--- src/rtl/dco_pkg.sv ---
// rtl/dco_pkg.sv - shared types, half-period table and decode for the DCO period meter
// No ports: provides meter_state_e, code_map_t, the legal half-period/code pairs and hp_to_code().
package dco_pkg;

  typedef enum logic [1:0] {
    SEEK   = 2'd0,
    TRACK  = 2'd1,
    LOCKED = 2'd2
  } meter_state_e;

  typedef struct packed {
    logic       valid;
    logic [7:0] code;
  } code_map_t;

  // Half-periods (clk cycles between sig_in edges) produced by each DCO code.
  // The DCO toggles every period+1 cycles; its own table must agree with this one.
  localparam logic [7:0] HP_C80 = 8'd11;
  localparam logic [7:0] HP_C40 = 8'd10;
  localparam logic [7:0] HP_C20 = 8'd9;
  localparam logic [7:0] HP_C10 = 8'd8;
  localparam logic [7:0] HP_C08 = 8'd7;
  localparam logic [7:0] HP_C04 = 8'd6;
  localparam logic [7:0] HP_C02 = 8'd5;
  localparam logic [7:0] HP_C01 = 8'd4;
  localparam logic [7:0] HP_C00 = 8'd51;

  localparam logic [7:0] CODE_80 = 8'h80;
  localparam logic [7:0] CODE_40 = 8'h40;
  localparam logic [7:0] CODE_20 = 8'h20;
  localparam logic [7:0] CODE_10 = 8'h10;
  localparam logic [7:0] CODE_08 = 8'h08;
  localparam logic [7:0] CODE_04 = 8'h04;
  localparam logic [7:0] CODE_02 = 8'h02;
  localparam logic [7:0] CODE_01 = 8'h01;
  localparam logic [7:0] CODE_00 = 8'h00;

  // Illegal half-periods decode to an invalid map with code 0x00.
  function automatic code_map_t hp_to_code(input logic [7:0] hp);
    code_map_t m;
    m.valid = 1'b1;
    case (hp)
      HP_C80:  m.code = CODE_80;
      HP_C40:  m.code = CODE_40;
      HP_C20:  m.code = CODE_20;
      HP_C10:  m.code = CODE_10;
      HP_C08:  m.code = CODE_08;
      HP_C04:  m.code = CODE_04;
      HP_C02:  m.code = CODE_02;
      HP_C01:  m.code = CODE_01;
      HP_C00:  m.code = CODE_00;
      default: begin
        m.valid = 1'b0;
        m.code  = CODE_00;
      end
    endcase
    return m;
  endfunction

endpackage

--- src/rtl/sync_edge_det.sv ---
// rtl/sync_edge_det.sv - multi-flop synchroniser with a delay flop and any-edge detect
// Ports: clk, rst_n (sync, active-low), sig_in (async), sig_edge (high for one cycle per synchronised transition).
module sync_edge_det #(
  parameter int SYNC_STAGES = 2
) (
  input  logic clk,
  input  logic rst_n,
  input  logic sig_in,
  output logic sig_edge
);

  logic [SYNC_STAGES-1:0] sync_q;
  logic                   dly_q;

  always_ff @(posedge clk) begin
    if (!rst_n) begin
      sync_q <= '0;
      dly_q  <= 1'b0;
    end else begin
      sync_q <= {sync_q[SYNC_STAGES-2:0], sig_in};
      dly_q  <= sync_q[SYNC_STAGES-1];
    end
  end

  // Both flops are registered, so sig_edge has no combinational path from sig_in.
  assign sig_edge = sync_q[SYNC_STAGES-1] ^ dly_q;

endmodule

--- src/rtl/dco_period_meter.sv ---
// rtl/dco_period_meter.sv - measures sig_in half-period, qualifies lock and recovers the DCO code
// Ports: clk, rst_n (sync, active-low), sig_in (async square wave),
//        half_period/meas_valid (last interval + update pulse), code/code_valid (recovered code),
//        locked (in LOCKED), timeout (one-cycle pulse on no-edge timeout).
module dco_period_meter
  import dco_pkg::*;
#(
  parameter int SYNC_STAGES = 2,
  parameter int LOCK_COUNT  = 4,
  parameter int TIMEOUT     = 255
) (
  input  logic       clk,
  input  logic       rst_n,
  input  logic       sig_in,
  output logic [7:0] half_period,
  output logic       meas_valid,
  output logic [7:0] code,
  output logic       code_valid,
  output logic       locked,
  output logic       timeout
);

  localparam logic [7:0] TIMEOUT_LAST = 8'(TIMEOUT - 1);
  localparam logic [3:0] LOCK_N       = 4'(LOCK_COUNT);

  logic         sig_edge;
  meter_state_e state;
  logic [7:0]   cnt;
  logic [7:0]   ref_hp;
  logic [3:0]   match;
  logic [7:0]   cnt_inc;
  logic [3:0]   next_match;
  code_map_t    dec;

  sync_edge_det #(
    .SYNC_STAGES(SYNC_STAGES)
  ) u_sync (
    .clk     (clk),
    .rst_n   (rst_n),
    .sig_in  (sig_in),
    .sig_edge(sig_edge)
  );

  assign cnt_inc    = (cnt == 8'hFF) ? cnt : cnt + 8'd1;
  // match==0 marks "no reference yet", so the first capture always starts a run of 1.
  assign next_match = (match != 4'd0 && half_period == ref_hp) ? match + 4'd1 : 4'd1;
  assign dec        = hp_to_code(half_period);

  // Capture happens on the edge cycle; the FSM then evaluates the registered
  // half_period while meas_valid is high, so locked/code follow one cycle later.
  always_ff @(posedge clk) begin
    if (!rst_n) begin
      state       <= SEEK;
      cnt         <= 8'd0;
      ref_hp      <= 8'd0;
      match       <= 4'd0;
      half_period <= 8'd0;
      meas_valid  <= 1'b0;
      code        <= 8'd0;
      code_valid  <= 1'b0;
      locked      <= 1'b0;
      timeout     <= 1'b0;
    end else begin
      meas_valid <= 1'b0;
      timeout    <= 1'b0;

      if (sig_edge) begin
        // An edge always wins over a coincident timeout.
        cnt <= 8'd0;
        if (state == SEEK) begin
          state <= TRACK;
        end else begin
          half_period <= cnt_inc;
          meas_valid  <= 1'b1;
        end
      end else begin
        cnt <= cnt_inc;
        if (cnt == TIMEOUT_LAST) begin
          timeout    <= 1'b1;
          state      <= SEEK;
          match      <= 4'd0;
          locked     <= 1'b0;
          code_valid <= 1'b0;
        end
      end

      // meas_valid implies cnt was just cleared, so this never overlaps a timeout.
      if (meas_valid) begin
        case (state)
          TRACK: begin
            ref_hp <= half_period;
            match  <= next_match;
            if (next_match == LOCK_N) begin
              state      <= LOCKED;
              locked     <= 1'b1;
              code       <= dec.code;
              code_valid <= dec.valid;
            end
          end
          LOCKED: begin
            if (half_period != ref_hp) begin
              state      <= TRACK;
              ref_hp     <= half_period;
              match      <= 4'd1;
              locked     <= 1'b0;
              code_valid <= 1'b0;
            end
          end
          default: ;
        endcase
      end
    end
  end

endmodule

--- config.mk ---
export PLATFORM = sky130hd
export DESIGN_NAME = dco_period_meter
export DESIGN_NICKNAME = d
export VERILOG_FILES = /design/src/rtl/dco_pkg.sv /design/src/rtl/sync_edge_det.sv /design/src/rtl/dco_period_meter.sv
export SDC_FILE = /design/constraint.sdc
export NUM_CORES = 1
export LEC_CHECK = 0
export ABC_AREA = 1
export CORE_ASPECT_RATIO = 1.5
export CORE_UTILIZATION = 60
export CTS_CLUSTER_DIAMETER = 200
export DETAILED_ROUTE_END_ITERATION = 16
export PLACE_DENSITY = 0.91
export SETUP_SLACK_MARGIN = 0.3
export SYNTH_ARGS = -nofsm -noshare
export SYNTH_HDL_FRONTEND = slang
export SYNTH_SLANG_ARGS = --single-unit
--- constraint.sdc ---
create_clock -name clk -period 4.9 [get_ports clk]
set_clock_uncertainty 0.1 [all_clocks]
set_input_delay 0.98 -clock clk [delete_from_list [all_inputs] [get_ports clk]]
set_output_delay 0.98 -clock clk [all_outputs]
set_load 0.005 [all_outputs]
==> impl_results.md, run 1 <==
- Outcome: completed
- Startpoint Class: register
- Iter 0 DRT Violations: 43
- Die area: 0.00396 mm²
- Slowest-stage cell, CP: clkdlybuf4s50_1
- Post-route insts no fill: 382
- Worst-path fanout max: 8
- IR drop worst, VDD: 0.000267 V
- DR vias: 2010
- Comb pwr share: 7.2%
- Fraction of power spent switching nets: 24.5%
- Leakage power: 1.09 nW
- Post-CTS Setup Inserts: 0
- Clock Power Share: 34.6%
- Seq pwr share: 58.2%
- Post-synthesis net count: 325
- Post-route DRC: 0
- Horiz. Die Dim: 51.7 µm
- Max-cap check violation count: 0
- H-tree levels: 2
- Gr usage total: 25.5%
- Cell Pwr Density: 254 mW/mm²
- DR pass1 iterations: 4
- Final worst-path cycle share: 49.9%
- R2R cell count: 10
- TNS Setup: 0 ns
- Worst skew pair latency: 0.30 ns
- Hold Vio Cnt, Final: 0
- Avg Cell Area, Syn: 7.06 µm²
- Post-route cell area: 0.00255 mm²
- Post-synthesis sequential area ratio: 40.5%
- Nets: 349
- Gate count after technology mapping: 315
- Hold Path Depth: 2
- CTS tree: built
- Routed WL per cell: 11.6 µm
- Layout cells sized above 1: 7.65%
- DP Area: 0.00247 mm²
- Final GP Congestion: 0.897
- ANT cells: 0
- Worst-Margin Slew: 0.891 ns
- Core Box Area: 0.00348 mm²
- Kind of critical path: register to output port
- Dpl cells: 374
- Cell Int Power: 0.490 mW
- Crit path depth: 1
- Switching power: 0.159 mW
- # port buffers: 22
- Pins Over Slew Limit: 0
- CP arrival: 1.37 ns
- Post-Syn Area: 0.00222 mm²
- Critical-path cell list: clkdlybuf4s50_1
- Post-CTS Resized: 0
- Hold Crit Class: register to register
- Number of global-route vias before repair: 1867
- Final wirelength: 4420 µm
- Syn-to-layout area delta: 14.7%
- Yosys cell types: 30
- Bufs and invs on worst path: 1
- Synth warn: 0
- DPL Wire Length: 3210 µm
- Synth Register Bits: 45
- Tmin final: 2.45 ns
- Largest net degree at the start of global routing: 31
- Initial antenna violation count: 0
- WP data required: 3.82 ns
- CTS buffer count: 5
- Num Clock Sinks: 45
- Clock-pin slew on the worst setup and hold paths: 0.08 ns
- Via density: 5.26
- Root Buffer: clkbuf_8
- RSZ-0062 raised after global routing: no
- Critical Path Sink Type: output port
- Hold Buf Count CTS: 0
- First-pass GRT wire length: 7620 µm
- CP max stage delay: 0.56 ns
- Max Fclk: 0.409 GHz
- Slew HR: 40.4%
- GRT overflow: 0
- # rows: 26
- Initial Utilization: 63.9%
- Final setup viols: 0
- Ports: 23
- Cell family with most CP delay: buffers and inverters
- Antenna viol nets, final: 0
- Die height: 76.6 µm
- CTS Buffer Depth: 2
per-stage QoR:
step | power [mW] | hold slack (ns) | util, % | setup WS [ns]
floorplan | 0.418 | 0.290 | - | 3.04
global placement | 0.431 | 0.294 | 70.8 | 2.27
detailed placement | 0.432 | 0.300 | 70.8 | 2.21
CTS | 0.654 | 0.321 | 73.3 | 2.44
global route | 0.674 | 0.331 | 73.3 | 2.35
finish | 0.649 | 0.316 | 73.3 | 2.45
kinds of logic after synthesis:
logic type | after synthesis | synth area share, %
compound gates | 57 | 13.4
xor+xnor | 5 | 1.97
fa+ha+maj | 7 | 3.94
buf+inv | 54 | 9.79
flops | 45 | 40.5
simple gates | 147 | 30.3
area by class of cell:
cell class / count / area (µm²)
Clock buffer: 7 / 76.3
Clock inverter: 1 / 7.51
Sequential cell: 45 / 901
Timing Repair Buffer: 23 / 228
Fill cell: 275 / 931
Tap cell: 42 / 52.6
Multi-Input combinational cell: 216 / 1100
Inverter: 48 / 180
power by group through the flow:
stage | clock [mW] | combinational [mW] | sequential (mW)
floorplan | 0 | 0.0340 | 0.384
global placement | 0 | 0.0451 | 0.385
detailed placement | 0 | 0.0464 | 0.386
CTS | 0.229 | 0.0469 | 0.377
global route | 0.242 | 0.0536 | 0.378
finish | 0.224 | 0.0470 | 0.377
registers in the layout, indices dropped and copies added, names as in the netlist:
| name | cells |
|---|---|
| match | 4 |
| u_sync.sync_q | 2 |
| code_valid | 1 |
| meas_valid | 1 |
| locked | 1 |
| u_sync.dly_q | 1 |
| timeout | 1 |
| half_period | 8 |
| state | 2 |
| cnt | 8 |
| code | 8 |
| ref_hp | 8 |
cell usage in the layout, fill, tap and decap left out:
master and instances:
clkbuf_1 2, nand4_4 1, clkbuf_8 5, nand3_1 15, inv_2 7, nor2_8 1, xor2_1 4, buf_4 1
o211ai_1 3, nor3_1 6, clkinvlp_4 1, nand2_1 66, xnor2_1 1, nand3_4 1, nand3_2 1, dfxtp_1 45
inv_1 40, a21oi_2 1, o21ai_0 16, nor2_4 1, or2_2 2, clkinv_1 1, nor2_1 41, nand2_2 2
nor2_2 2, clkdlybuf4s50_1 22, ha_1 7, o21ai_1 10, nand4_1 7, a31oi_1 2, or2_1 1, a21oi_1 25
cell usage after synthesis:
cell,n,area (µm²)
clkbuf_1,3,11.3
nand4_1,7,43.8
or2_2,2,12.5
nand2_1,66,248
inv_1,40,150
nand3_1,15,75.1
nor2_1,41,154
a31oi_1,2,12.5
o21ai_0,16,80.1
nor3_1,6,30.0
xnor2_1,1,8.76
nand4_4,1,21.3
nor2_2,2,12.5
clkinv_1,1,3.75
ha_1,7,87.6
nand3_2,1,10.0
nor2_8,1,20.0
o21ai_1,10,50.1
nor2_4,1,11.3
nand3_4,1,17.5
dfxtp_1,45,901
o211ai_1,3,22.5
a21oi_2,1,8.76
a21oi_1,25,125
xor2_1,4,35.0
nand2_2,2,12.5
buf_6,2,22.5
inv_2,7,26.3
buf_1,1,3.75
or2_1,1,6.26
layer usage:
| metal | routed length, µm | GRT usage (%) | vias up |
|---|---|---|---|
| met1 | 1790 | 28.3 | 892 |
| met4 | 155 | 17.3 | 0 |
| met2 | 2270 | 41.0 | 51 |
| met3 | 195 | 6.39 | 18 |
| met5 | 0 | 0 | - |
| li1 | - | - | 1049 |
final timing paths:
| path | from | end | slack, ns |
|---|---|---|---|
| max | half_period[0] | half_period[0] | 2.45 |
| min | u_sync.sync_q[0] | u_sync.sync_q[1] | 0.32 |
| max reg2reg | match[0] | code[7] | 2.78 |
| min reg2reg | u_sync.sync_q[0] | u_sync.sync_q[1] | 0.32 |
Power figures use the tool's default switching activity.
==> run 2: changes to the inputs <==
--- a/config.mk
+++ b/config.mk
@@ -7,10 +7,10 @@
 export LEC_CHECK = 0
 export ABC_AREA = 1
 export CORE_ASPECT_RATIO = 1.5
-export CORE_UTILIZATION = 60
+export CORE_UTILIZATION = 50
 export CTS_CLUSTER_DIAMETER = 200
 export DETAILED_ROUTE_END_ITERATION = 16
-export PLACE_DENSITY = 0.91
+export PLACE_DENSITY = 0.81
 export SETUP_SLACK_MARGIN = 0.3
 export SYNTH_ARGS = -nofsm -noshare
 export SYNTH_HDL_FRONTEND = slang
==> constraint.sdc (replaced) <==
create_clock -name clk -period 2.1 [get_ports clk]
set_clock_uncertainty 0.1 [all_clocks]
set_input_delay 0.42 -clock clk [delete_from_list [all_inputs] [get_ports clk]]
set_output_delay 0.42 -clock clk [all_outputs]
set_load 0.005 [all_outputs]
==> impl_results.md, run 2 (same netlist as run 1, synthesis figures left out) <==
- Final wirelength: 4990 µm (+13%)
- Hold Vio Cnt, Final: 0 (unchanged)
- Iter 0 DRT Violations: 70 (+63%)
- Pins Over Slew Limit: 0 (unchanged)
- Num Clock Sinks: 45 (unchanged)
- IR drop worst, VDD: 0.000509 V (+91%)
- Leakage power: 1.21 nW (+11%)
- Outcome: completed
- Via density: 5.23 (-0.56%)
- Final setup viols: 0 (unchanged)
- Die height: 83.7 µm (+9.3%)
- CP arrival: 1.24 ns (-0.13 ns)
- PnR Total Power: 1.51 mW (+130%)
- Routed WL per cell: 12.5 µm (+7.9%)
- CTS buffer count: 5 (unchanged)
- CTS tree: built
- Gr usage total: 22.1% (-3.4 points)
- DR pass1 iterations: 4 (unchanged)
- Slowest-stage cell, CP: clkdlybuf4s50_1
- Syn-to-layout area delta: 25.5%
- TNS Setup: 0 ns (unchanged)
- GRT overflow: 0 (unchanged)
- CP max stage delay: 0.52 ns (-0.04 ns)
- Kind of critical path: register to output port
- DP Area: 0.00252 mm² (+2.1%)
- Slew HR: 74.1% (+34 points)
- Cell family with most CP delay: buffers and inverters
- WP data required: 1.58 ns (-2.24 ns)
- Ports: 23 (unchanged)
- Initial antenna violation count: 0 (unchanged)
- Antenna viol nets, final: 0 (unchanged)
- Tmin final: 1.76 ns
- Met2 wire length: 2790 µm (+23%)
- Max Fclk: 0.569 GHz
- Commonest cells after routing, fill and taps aside: nand2_1 (63), nor2_1 (37), inv_1 (36), dfxtp_1 (33), a21oi_1 (23)
- Initial Utilization: 52.4% (-12 points)
- Post-route DRC: 0 (unchanged)
- Startpoint Class: register
- Post-route cell area: 0.00279 mm² (+9.5%)
- Layout cells sized above 1: 20.1% (+12 points)
- CTS Buffer Depth: 2 (unchanged)
- WL met3: 87 µm (-55%)
- Commonest non-fill, non-tap cell in the layout: nand2_1
- Hold Buf Count CTS: 0 (unchanged)
- Critical Path Sink Type: output port
- WHS: 0.322 ns (+0.00533 ns)
- RSZ-0062 raised after global routing: yes
- Final GP Congestion: 0.913 (+1.8%)
- Worst skew pair latency: 0.30 ns (about the same)
- H-tree levels: 2 (unchanged)
- ANT cells: 0 (unchanged)
- Critical-path cell list: clkdlybuf4s50_1
- Cell Pwr Density: 541 mW/mm² (+110%)
- Clock-pin slew on the worst setup and hold paths: 0.08 ns (about the same)
- # port buffers: 22 (unchanged)
- Core Box Area: 0.00425 mm² (+22%)
- Max-cap check violation count: 0 (unchanged)
- Nets: 363 (+4.0%)
- Worst-path fanout max: 6 (-2)
- Root Buffer: clkbuf_8
- Met1 WL: 1980 µm (+11%)
- Number of global-route vias before repair: 2062 (+10%)
- DPL Wire Length: 3510 µm (+9.5%)
- Hold Crit Class: register to register
- DR vias: 2093 (+4.1%)
- Largest net degree at the start of global routing: 22 (-29%)
- Die area: 0.00472 mm² (+19%)
- Horiz. Die Dim: 56.4 µm (+9.2%)
- Final worst-path cycle share: 83.6%
- Highest metal used: met4
- Worst-Margin Slew: 0.385 ns (-0.506 ns)
- First-pass GRT wire length: 8340 µm (+9.4%)
- Bufs and invs on worst path: 1 (unchanged)
- # rows: 29 (+12%)
- Filler Cells Inserted: 374 (+36%)
run 2: cell types whose count changed in the layout (fill, tap and decap cells not counted), moves of 4 or more:
cell | previous run | this run
dfxtp_1 | 45 | 33
buf_4 | 1 | 12
dfxtp_4 | 0 | 7
dfxtp_2 | 0 | 5
inv_1 | 40 | 36
inv_2 | 7 | 11
nor2_1 | 41 | 37
run 2: path summary, 6_finish.rpt:
kind | slack, ns | endpoint | from | depth (start not counted)
hold / removal | 0.32 | u_sync.sync_q[1] | u_sync.sync_q[0] | 2
setup / recovery | 0.34 | meas_valid | meas_valid | 1
hold reg to reg | 0.32 | u_sync.sync_q[1] | u_sync.sync_q[0] | 2
setup reg to reg | 0.36 | code[1] | match[0] | 9
run 2: stage by stage:
step / worst slack, ns / utilization, % / std cells
floorplan: 0.309 / - / 315
CTS: 0.297 / 62.6 / 397
finish: 0.344 / 65.8 / 400
global placement: 0.192 / 59.3 / 384
detailed placement: 0.134 / 59.3 / 384
global route: 0.281 / 65.8 / 400
run 2: layout make-up:
cell class / count / area (µm²) / share of cell area, %
clock buffer: 6 / 72.6 / 2.60
clock inverter: 2 / 10.0 / 0.359
sequential: 45 / 933 / 33.4
tap: 46 / 57.6 / 2.06
multi-input combinational: 217 / 1200 / 43.1
timing repair buffer: 36 / 335 / 12.0
inverter: 48 / 180 / 6.45
run 2: report_power, final:
group | switching [mW] | internal, mW
registers | 0.0134 | 0.859
clock network | 0.284 | 0.231
logic | 0.0736 | 0.0496
total | 0.371 | 1.14
run 2: what timing repair did:
action / in CTS / in global routing
resized for setup: 14 / 32
pin swaps: 3 / 8
buffers inserted: 4 / 3
setup endpoints to repair: 18 / 19
cloned: 1 / 0
run 2: routing by layer:
metal,global-route usage [%],vias to the layer above
li1,-,1085
met1,22.3,970
met2,41.4,24
met5,0,-
met4,12.2,0
met3,3.57,14
